==> config.mk <==
export PLATFORM = sky130hd
export DESIGN_NAME = uart_tx
export DESIGN_NICKNAME = d
export VERILOG_FILES = /design/src/rtl/uart_tx.sv
export SDC_FILE = /design/constraint.sdc
export NUM_CORES = 1
export LEC_CHECK = 0
export CORE_UTILIZATION = 45
export CTS_CLUSTER_DIAMETER = 60
export DETAILED_ROUTE_END_ITERATION = 7
export MAX_ROUTING_LAYER = met4
export PLACE_DENSITY = 0.71
export SYNTH_ARGS = -nofsm -noshare
export SYNTH_HDL_FRONTEND = slang
export SYNTH_SLANG_ARGS = --single-unit
==> constraint.sdc <==
create_clock -name clk -period 3.15 [get_ports clk]
set_clock_uncertainty 0.1 [all_clocks]
set_input_delay 0.63 -clock clk [delete_from_list [all_inputs] [get_ports clk]]
set_output_delay 0.63 -clock clk [all_outputs]
set_load 0.02 [all_outputs]
==> src/rtl/uart_tx.sv <==
// uart_tx: parallel-to-serial UART transmitter.
// Frame is start(0), data MSB first, optional parity, stop(1); each bit lasts
// `prescale` clocks. TX_OUT and busy are registered and idle high / low.
module uart_tx #(
  parameter int unsigned DATA_WIDTH     = 8,
  parameter int unsigned PRESCALE_WIDTH = 6
) (
  input  logic                      clk,
  input  logic                      rst_n,
  input  logic [DATA_WIDTH-1:0]     P_DATA,
  input  logic                      DATA_VALID,
  input  logic                      PAR_EN,
  input  logic                      PAR_TYP,
  input  logic [PRESCALE_WIDTH-1:0] prescale,
  output logic                      TX_OUT,
  output logic                      busy
);

  localparam int unsigned IDX_W = (DATA_WIDTH > 1) ? $clog2(DATA_WIDTH) : 1;
  localparam int unsigned PS_W  = PRESCALE_WIDTH;
  localparam logic [IDX_W-1:0] IDX_MSB = IDX_W'(DATA_WIDTH - 1);

  typedef enum logic [2:0] {
    S_IDLE   = 3'd0,
    S_START  = 3'd1,
    S_DATA   = 3'd2,
    S_PARITY = 3'd3,
    S_STOP   = 3'd4
  } state_e;

  state_e                state_q,  state_d;
  logic [DATA_WIDTH-1:0] data_q,   data_d;
  logic                  par_en_q, par_en_d;
  logic                  parity_q, parity_d;
  logic [PS_W-1:0]       ps_q,     ps_d;
  logic [PS_W-1:0]       cnt_q,    cnt_d;
  logic [IDX_W-1:0]      idx_q,    idx_d;
  logic                  tx_q,     tx_d;
  logic                  busy_q,   busy_d;
  logic                  bit_end_c;

  // Last cycle of the current bit slot; ps_q is never 0 once a frame is accepted.
  assign bit_end_c = (cnt_q == (ps_q - PS_W'(1)));

  // Next-state and next-output logic; tx/busy are computed one cycle ahead so they leave flops.
  always_comb begin
    state_d  = state_q;
    data_d   = data_q;
    par_en_d = par_en_q;
    parity_d = parity_q;
    ps_d     = ps_q;
    cnt_d    = cnt_q;
    idx_d    = idx_q;
    tx_d     = tx_q;
    busy_d   = busy_q;

    case (state_q)
      S_IDLE: begin
        tx_d   = 1'b1;
        busy_d = 1'b0;
        cnt_d  = '0;
        if (DATA_VALID) begin
          data_d   = P_DATA;
          par_en_d = PAR_EN;
          parity_d = PAR_TYP ? ~^P_DATA : ^P_DATA;
          ps_d     = (prescale == '0) ? PS_W'(1) : prescale;
          idx_d    = IDX_MSB;
          state_d  = S_START;
          tx_d     = 1'b0;
          busy_d   = 1'b1;
        end
      end

      S_START: begin
        if (bit_end_c) begin
          cnt_d   = '0;
          state_d = S_DATA;
          tx_d    = data_q[idx_q];
        end else begin
          cnt_d = cnt_q + PS_W'(1);
        end
      end

      S_DATA: begin
        if (bit_end_c) begin
          cnt_d = '0;
          if (idx_q == '0) begin
            if (par_en_q) begin
              state_d = S_PARITY;
              tx_d    = parity_q;
            end else begin
              state_d = S_STOP;
              tx_d    = 1'b1;
            end
          end else begin
            idx_d = idx_q - IDX_W'(1);
            tx_d  = data_q[idx_q - IDX_W'(1)];
          end
        end else begin
          cnt_d = cnt_q + PS_W'(1);
        end
      end

      S_PARITY: begin
        if (bit_end_c) begin
          cnt_d   = '0;
          state_d = S_STOP;
          tx_d    = 1'b1;
        end else begin
          cnt_d = cnt_q + PS_W'(1);
        end
      end

      S_STOP: begin
        if (bit_end_c) begin
          cnt_d   = '0;
          state_d = S_IDLE;
          tx_d    = 1'b1;
          busy_d  = 1'b0;
        end else begin
          cnt_d = cnt_q + PS_W'(1);
        end
      end

      default: begin
        state_d = S_IDLE;
        cnt_d   = '0;
        tx_d    = 1'b1;
        busy_d  = 1'b0;
      end
    endcase
  end

  // State and datapath registers; reset abandons any frame in flight.
  always_ff @(posedge clk or negedge rst_n) begin
    if (!rst_n) begin
      state_q  <= S_IDLE;
      data_q   <= '0;
      par_en_q <= 1'b0;
      parity_q <= 1'b0;
      ps_q     <= '0;
      cnt_q    <= '0;
      idx_q    <= '0;
      tx_q     <= 1'b1;
      busy_q   <= 1'b0;
    end else begin
      state_q  <= state_d;
      data_q   <= data_d;
      par_en_q <= par_en_d;
      parity_q <= parity_d;
      ps_q     <= ps_d;
      cnt_q    <= cnt_d;
      idx_q    <= idx_d;
      tx_q     <= tx_d;
      busy_q   <= busy_d;
    end
  end

  assign TX_OUT = tx_q;
  assign busy   = busy_q;

endmodule

==> results.md <==
- Post-placement cell count: 230
- Final hold vios: 0
- Antenna Nets Post-Route: 0
- H-tree Lvls: 2
- Initial core utilization: 47.5%
- Post-route design area: 0.00212 mm2
- Synth cell types: 38
- Post-CTS Hold Fix Bufs: 0
- Per-cell routed wire length: 14.2 um
- Root buffer cell: clkbuf_8
- Post-Route WL: 3380 um
- Synthesized area: 0.00175 mm2
- I/O Buffers: 20
- Post-CTS setup buffers: 0
- Number of global-route vias before repair: 1,360
- Worst setup SP type: flop
- Fmax: 397 MHz
- Synthesis Warnings: 0
- Worst Tran Pin Value: 0.873 ns
- PwrDens: 931 mW/mm2
- Max IR drop VDD: 0.531 mV
- Commonest cells in the netlist: dfrtp_1, mux2_2, xnor2_1
- All-Layer GR Usage: 20.8%
- Slew Viols, Final: 0
- Yosys reg bits: 30
- Cells along the critical path: or4_1 -> or3_1 -> a211o_1 -> or4_1 -> a31oi_1
- Syn_nets: 189
- Core area: 0.00369 mm2
- Outcome: complete, no violations
- Multi-input gate area: 953 um2
- Yosys top cell area share: 41.4%
- Dominant synthesized flop cell: dfrtp_1
- Post-Synthesis Cells: 166
- Net count, final: 212
- CTS clk-pin slew, worst paths: 0.06 ns
- Critical setup path kind: reg2reg
- Routed vias/inst: 5.65
- Mean Syn Cell Area: 10.6 um2
- Layout cell share with drive strength beyond 1: 15.3%
- Post-layout util: 57.4%
- Ant. Diodes: 0
- Async set-or-reset flop fraction in the synthesized netlist: 100%
- Largest area contributor in the netlist: dfrtp_1
- CTS Buf Count: 5
- FP Rows: 22
- Die height: 64.4 um
- Register area: 752 um2
- GRT overflow: 0
- Min Tclk post-route: 2.52 ns
- CP required: 3.23 ns
- RSZ-0062 raised after global routing: no
- DR vias: 1,345
- Clk sink count: 30
- Filler-free cell count of the finished design: 238
- WHS: 0.371 ns
- Initial DRT Pass Iterations: 4
- Die X: 64.4 um
- First-pass GRT wire length: 6270 um
- IO Count: 21
- Largest net degree at the start of global routing: 31
- TNS Setup: 0 ns
- RePlAce Congestion: 0.861
- Leakage: 0.842 nW
- Period utilisation layout: 80.0%
- Top delay family on crit path: simple AND/OR/NAND/NOR gates
- Crit path buffers/inverters: 0
- TritonCTS clock tree: built
- Post-synth EDFFs: 0
- Clock Latency Late Sink: 0.28 ns
- Worst path most repeated cell: or4_1
- Initial antenna violation count: 0
- Post-synthesis sequential area ratio: 42.9%
- Critical path peak fanout: 8
- Iteration-0 DRC count of the detailed router: 72
- Worst slew margin: 41.7%
- DP HPWL: 2530 um
- Crit path largest cell delay: 0.52 ns
- Most frequent cell after synthesis: dfrtp_1
- Largest cells by area after synthesis: dfrtp_1, mux2_2, xnor2_1
- DRC Markers: 0
- Total of max-cap violations: 0
- Clock buffer depth: 2
- DP Area: 0.00201 mm2
- Area growth from synthesis to layout: 20.9%
- Fill cells: 343
- Arrival time at the worst endpoint: 2.60 ns
- Hold WC Path Type: reg2reg
- Critical path endpoint category: flop
- Slowest cell on the critical path: or4_1
- Die area: 0.00415 mm2
- Endpoints failing setup: 0
- CTS resizes: 0
-- layout make-up --
type	instances	area share (%)
clock buffers	7	3.61
multi-input cells	122	45.0
flip-flops and latches	30	35.5
well taps	48	2.84
clock inverters	1	1.42
inverters	8	1.42
repair buffers	22	10.2
-- worst register-to-register path, delay by kind of cell, from the launching register on --
| kind | cells | cell delay (ns) |
|---|---|---|
| AND/OR/NAND/NOR | 3 | 1.28 |
| AO/OA/AOI/OAI | 2 | 0.62 |
| flip-flops | 1 | 0.41 |
-- layout by cell type (no fill, tap or decap), types with 4 or more instances in the layout --
cell type / netlist / routed
a31oi_1: 4 / 4
clkbuf_8: 0 / 5
clkdlybuf4s50_1: 0 / 20
dfrtp_1: 29 / 29
ha_1: 4 / 4
inv_1: 8 / 8
mux2_2: 14 / 14
mux4_2: 4 / 4
nand2_1: 7 / 7
nand3_1: 5 / 5
nor2_1: 13 / 13
nor2b_1: 5 / 5
nor3_1: 4 / 4
o21ai_0: 8 / 8
xnor2_1: 14 / 14
xor2_1: 6 / 6
-- logic make-up after synthesis --
logic type | share of synthesized area (%)
DFF | 42.9
and+or+nand+nor | 14.6
adders and majority gates | 2.86
muxes | 15.9
buffers and inverters | 3.00
AOI/OAI and AO/OA | 10.7
xor gates and xnor gates | 10.0
-- power by group --
| group | internal [mW] | total, mW | switching (mW) | leakage (nW) |
|---|---|---|---|---|
| logic | 0.447 | 0.842 | 0.395 | 0.437 |
| clock network | 0.236 | 0.372 | 0.136 | 0.0524 |
| registers | 0.565 | 0.757 | 0.193 | 0.353 |
-- layer usage --
metal	share of wire (%)	global-route usage, %
met2	49	33.0
met4	1.5	7.50
met1	45	25.3
met5	0	-
met3	4.1	5.89
-- through the flow --
stage	power [mW]	setup WS (ns)
2_1_floorplan	1.37	0.829
3_3_place_gp	1.56	0.742
3_5_place_dp	1.60	0.680
4_1_cts	1.99	0.620
5_1_grt	2.15	0.460
6_report	1.97	0.630
-- registers in the layout, summed over array words and instances, names as in the netlist --
register  cells
TX_OUT        1
busy          1
cnt_q         6
data_q        8
idx_q         3
par_en_q      1
parity_q      1
ps_q          6
state_q       3
-- path summary, 6_finish.rpt --
| check | startpoint | slack, ns | depth (start not counted) | end |
|---|---|---|---|---|
| worst max register to register | ps_q[0] | 0.63 | 5 | idx_q[2] |
| worst min-delay path | TX_OUT | 0.37 | 2 | TX_OUT |
| min in group asynchronous | rst_n | 0.63 | 2 | data_q[1] |
| worst min register to register | TX_OUT | 0.37 | 2 | TX_OUT |
| worst max-delay path | ps_q[0] | 0.63 | 5 | idx_q[2] |
| max in group asynchronous | rst_n | 2.00 | 2 | TX_OUT |
Power figures use the tool's default switching activity.
